File: config.mk
export PLATFORM = sky130hd
export DESIGN_NAME = dma_ahb2apb_bridge
export DESIGN_NICKNAME = d
export VERILOG_FILES = /design/src/rtl/dma_ahb2apb_bridge.sv
export SDC_FILE = /design/constraint.sdc
export NUM_CORES = 1
export LEC_CHECK = 0
export BUFFER_PORTS_ARGS = -buffer_cell sky130_fd_sc_hd__buf_4
export CAP_MARGIN = 20
export CORE_ASPECT_RATIO = 0.8
export CORE_MARGIN = 3
export CORE_UTILIZATION = 47
export DETAILED_ROUTE_END_ITERATION = 8
export GPL_TIMING_DRIVEN = 0
export PLACE_DENSITY = 0.8
export SKIP_CTS_REPAIR_TIMING = 1
export SYNTH_ARGS = -nofsm -noshare
export SYNTH_HDL_FRONTEND = slang
export SYNTH_SLANG_ARGS = --single-unit
File: constraint.sdc
create_clock -name clk -period 2.19 [get_ports clk]
set_input_delay 0.5475 -clock clk [delete_from_list [all_inputs] [get_ports clk]]
set_output_delay 0.5475 -clock clk [all_outputs]
set_load 0.02 [all_outputs]
File: src/rtl/dma_ahb2apb_bridge.sv
// AHB-lite slave to APB master bridge in front of the DMA register file.
// Each accepted AHB beat becomes one APB transfer, with phases paced by pclken.
module dma_ahb2apb_bridge #(
  parameter int ADDR_BITS     = 24,
  parameter int APB_ADDR_BITS = 13,
  parameter int DATA_BITS     = 32
) (
  input  logic                     clk,
  input  logic                     reset,
  input  logic                     pclken,
  input  logic                     HSEL,
  input  logic [ADDR_BITS-1:0]     HADDR,
  input  logic [2:0]               HBURST,
  input  logic [1:0]               HSIZE,
  input  logic [1:0]               HTRANS,
  input  logic                     HWRITE,
  input  logic [DATA_BITS-1:0]     HWDATA,
  output logic [DATA_BITS-1:0]     HRDATA,
  output logic                     HREADY,
  output logic                     HRESP,
  output logic                     psel,
  output logic                     penable,
  output logic                     pwrite,
  output logic [APB_ADDR_BITS-1:0] paddr,
  output logic [DATA_BITS-1:0]     pwdata,
  input  logic [DATA_BITS-1:0]     prdata,
  input  logic                     pslverr,
  input  logic                     pready
);

  typedef enum logic [2:0] {
    ST_IDLE, ST_LATCH, ST_SETUP, ST_ACCESS, ST_RESP, ST_ERR1, ST_ERR2
  } state_t;

  state_t                   state_q;
  logic [APB_ADDR_BITS-1:0] addr_q;
  logic                     write_q;
  logic [APB_ADDR_BITS-1:0] paddr_q;
  logic [DATA_BITS-1:0]     pwdata_q;
  logic [DATA_BITS-1:0]     hrdata_q;
  logic                     psel_q;
  logic                     penable_q;
  logic                     pwrite_q;
  logic                     hready_q;
  logic                     hresp_q;

  logic beat_valid;
  logic beat_legal;
  logic unused_burst;

  // Bursts are split into independent beats, so HBURST carries no information here.
  assign unused_burst = ^HBURST;

  assign beat_valid = HSEL && HTRANS[1];
  assign beat_legal = (HSIZE == 2'b10) && (HADDR[1:0] == 2'b00) &&
                      (HADDR[ADDR_BITS-1:APB_ADDR_BITS] == '0);

  always_ff @(posedge clk or negedge reset) begin
    if (!reset) begin
      state_q   <= ST_IDLE;
      addr_q    <= '0;
      write_q   <= 1'b0;
      paddr_q   <= '0;
      pwdata_q  <= '0;
      hrdata_q  <= '0;
      psel_q    <= 1'b0;
      penable_q <= 1'b0;
      pwrite_q  <= 1'b0;
      hready_q  <= 1'b1;
      hresp_q   <= 1'b0;
    end else begin
      case (state_q)
        // HREADY is high in these states, so the AHB address phase is sampled here.
        ST_IDLE, ST_RESP, ST_ERR2: begin
          state_q  <= ST_IDLE;
          hready_q <= 1'b1;
          hresp_q  <= 1'b0;
          if (beat_valid) begin
            hready_q <= 1'b0;
            if (beat_legal) begin
              state_q <= ST_LATCH;
              addr_q  <= HADDR[APB_ADDR_BITS-1:0];
              write_q <= HWRITE;
            end else begin
              state_q <= ST_ERR1;
              hresp_q <= 1'b1;
            end
          end
        end
        ST_LATCH: begin
          pwdata_q <= HWDATA;
          if (pclken) begin
            psel_q    <= 1'b1;
            penable_q <= 1'b0;
            paddr_q   <= addr_q;
            pwrite_q  <= write_q;
            state_q   <= ST_SETUP;
          end
        end
        ST_SETUP: begin
          if (pclken) begin
            penable_q <= 1'b1;
            state_q   <= ST_ACCESS;
          end
        end
        ST_ACCESS: begin
          if (pclken && pready) begin
            psel_q    <= 1'b0;
            penable_q <= 1'b0;
            if (!write_q) begin
              hrdata_q <= prdata;
            end
            if (pslverr) begin
              state_q <= ST_ERR1;
              hresp_q <= 1'b1;
            end else begin
              state_q  <= ST_RESP;
              hready_q <= 1'b1;
            end
          end
        end
        ST_ERR1: begin
          hready_q <= 1'b1;
          hresp_q  <= 1'b1;
          state_q  <= ST_ERR2;
        end
        default: begin
          state_q  <= ST_IDLE;
          hready_q <= 1'b1;
          hresp_q  <= 1'b0;
        end
      endcase
    end
  end

  assign HRDATA  = hrdata_q;
  assign HREADY  = hready_q;
  assign HRESP   = hresp_q;
  assign psel    = psel_q;
  assign penable = penable_q;
  assign pwrite  = pwrite_q;
  assign paddr   = paddr_q;
  assign pwdata  = pwdata_q;

endmodule

==> results.md <==
* Yosys warnings at 0
* Flop pwr share at 0.389
* RSZ-0062 raised after global routing: false
* Synthesized Nets at 351
* Routed wire length at 9360 microns
* Share of layout cells above drive strength 1 at 0.670
* Setup WS post-layout at ~0.17 ns
* Avg WL per Cell at roughly 17 microns
* Top Family by Delay on Critical Path: simple AND/OR/NAND/NOR gates
* Commonest non-fill, non-tap cell in the layout: buf_4
* Post-DP Area at about 0.0055 sq mm
* Largest net degree at the start of global routing at 55
* Initial DRC Count at roughly 100
* Pre-CTS setup slack at -0.212 ns
* CTS tree: built
* Combinational power share at 0.470
* Fin util at 0.702
* Switch share at 0.361
* Status: complete, no violations
* Slew HR at 0.455
* Period minus WS final at 2.02 ns
* Num CTS Buffers at 9
* I/O Buffers at 179
* FP Rows at 29
* Synthesized area at approximately 0.004 sq mm
* Die height at 88.6 microns
* Pint at about 4.7 mW
* Final hold vios at 0
* FF+latch count, synth at 99
* Area growth from synthesis to layout at 41.8%
* DRC viols at 0
* Vias in the first global route at approximately 2800
* Worst-path maximum fanout at 10
* Die W at ~110 microns
* CP Buf/Inv Count at 1
* Worst slew pin tran at around 0.81 ns
* Syn Area/Cell at between 15 and 20 sq um
* GPL Wtd Cong at ~0.86
* Initial antenna violation count at 0
* Slew Limit Fails at 0
* Effective utilization at floorplan at 0.495
* Setup CP Type: reg -> reg
* Worst EP arrival at approximately 2.3 ns
* CP cell instances: nand2b_1, nand4b_1, nor2_1, buf_4, mux2_2
* Setup crit end kind: register
* Slowest CP cell: dfrtp_1
* LEAKAGE at 2.94 nW
* Max_cap viols at 0
* CP peak stage delay at 0.44 ns
* Clock Sinks at 99
* First-pass DRT Iterations at 4
* CTS Buffer Depth at 2
* Die area at roughly 0.0097 sq mm
* H-tree lvl count at 3
* Commonest cells after routing, fill and taps aside: 181 x buf_4, 98 x dfrtp_1, 60 x mux2_2, 30 x mux2_4, 9 x clkbuf_8
* Nets at 542
* Clk_lat worst skew at approximately 0.35 ns
* Global-route wire length before repair at about 14000 microns
* Cells after synthesis at 249
* Worst Setup Start Kind: register
* Global route total overflow at 0
* FMAX at 495 MHz
* Clk slew on worst S/H paths at approximately 0.090 ns
* Final cycle utilization of the critical path at 0.923
* Peak VDD IR at between 0.8 and 0.9 mV
* Via density at roughly 4.9
* Distinct cells, synth at 34
* Hold crit path type: in -> async
* Finished Cell Area at ~0.0057 sq mm
* Core ar. at 0.00809 sq mm
* Final HPWL DP at slightly above 7000 microns
* Routed vias at 2704
* Psw at about 2.7 mW
* Setup-failing EPs final at 0
* Total Routing Usage GR at 0.190
* Worst clock skew at about 0.0075 ns
* Pwr/cell area at approximately 1300 mW/mm^2
* Sequential share of the synthesized area at 0.618
* Top Ports at 184
* Clock share of power at 0.140
* Diodes inserted at 0
* Clock root buffer master: clkbuf_8
* Antenna-violating nets left at 0
* CP Data Required Time at approximately 2.4 ns
state kept, by name (all words and copies together), names as in the netlist:
name / count
state_q: 3
penable: 1
addr_q: 13
psel: 1
HRDATA: 32
pwdata: 32
HREADY: 1
paddr: 13
write_q: 1
HRESP: 1
pwrite: 1
power by group through the flow:
stage	clock network [mW]	logic [mW]	registers, mW
finish	1.04	3.48	2.88
global route	1.17	3.70	2.96
CTS	1.09	3.53	2.89
detailed placement	0	3.53	2.92
global placement	0	3.45	2.88
floorplan	0	1.28	3.64
cell type report:
class	instances	area, sq um
buffer	12	113
tap	108	135
inverter	3	11.3
timing repair buffer	180	1370
sequential	99	2480
clock buffer	11	131
multi-input combinational	135	1410
fill	584	2410
clock inverter	5	37.5
through the flow:
stage	hold WS [ns]	std cells	setup TNS, ns	total power [mW]
after floorplan	0.252	249	0	4.92
after global placement	0.477	536	-1.75	6.33
after detailed placement	0.492	537	-1.68	6.45
after CTS	0.192	553	0	7.51
after global routing	0.215	553	0	7.83
final	0.188	553	0	7.41
worst paths after layout:
check,cells after the start,end,startpoint,slack (ns)
max,5,addr_q[9],state_q[2],0.17
min reg2reg,1,psel,psel,0.50
max reg2reg,5,addr_q[9],state_q[2],0.17
min,1,paddr[6],reset,0.19
max in group asynchronous,2,pwdata[9],reset,1.34
min in group clk,2,HRDATA[25],prdata[25],0.42
per-layer routing:
metal  part of all wire  up-vias  GRT usage
li1                   -     1275          -
met4             0.0093        0     0.0510
met3              0.097        9     0.0737
met1               0.41     1315      0.230
met2               0.49      105      0.321
met5                  0        -          0
logic make-up after synthesis:
family	Yosys count	synth area share
AO/OA/AOI/OAI	16	0.0259
AND/OR/NAND/NOR	29	0.0437
buffers and inverters	15	0.0309
flip-flops	99	0.618
multiplexers	90	0.281
synthesized netlist by cell type, drive strengths merged:
master | n | area (sq um)
nand2 | 5 | 21.3
nand4 | 2 | 12.5
and3 | 1 | 11.3
dfrtp | 98 | 2450
nor4b | 1 | 8.76
o41a | 1 | 11.3
o31a | 1 | 8.76
a21o | 2 | 15.0
a22oi | 1 | 7.51
nor2 | 4 | 15.0
clkbuf | 3 | 11.3
nor2b | 3 | 18.8
buf | 9 | 101
o32ai | 1 | 8.76
or3 | 1 | 6.26
o22ai | 1 | 6.26
mux2 | 90 | 1130
nor3b | 1 | 12.5
inv | 3 | 11.3
a31oi | 1 | 6.26
a21oi | 4 | 20.0
o21ai | 4 | 20.0
or2 | 1 | 6.26
nand2b | 1 | 6.26
nand4b | 1 | 8.76
nor3 | 5 | 25.0
dfstp | 1 | 26.3
and4b | 1 | 10.0
nor4 | 2 | 12.5
worst register-to-register path: stages (launching register included):
cell	delay, ns
dfrtp_1	0.44
nand2b_1	0.20
nand4b_1	0.21
nor2_1	0.44
buf_4	0.28
mux2_2	0.35
Power figures use the tool's default switching activity.
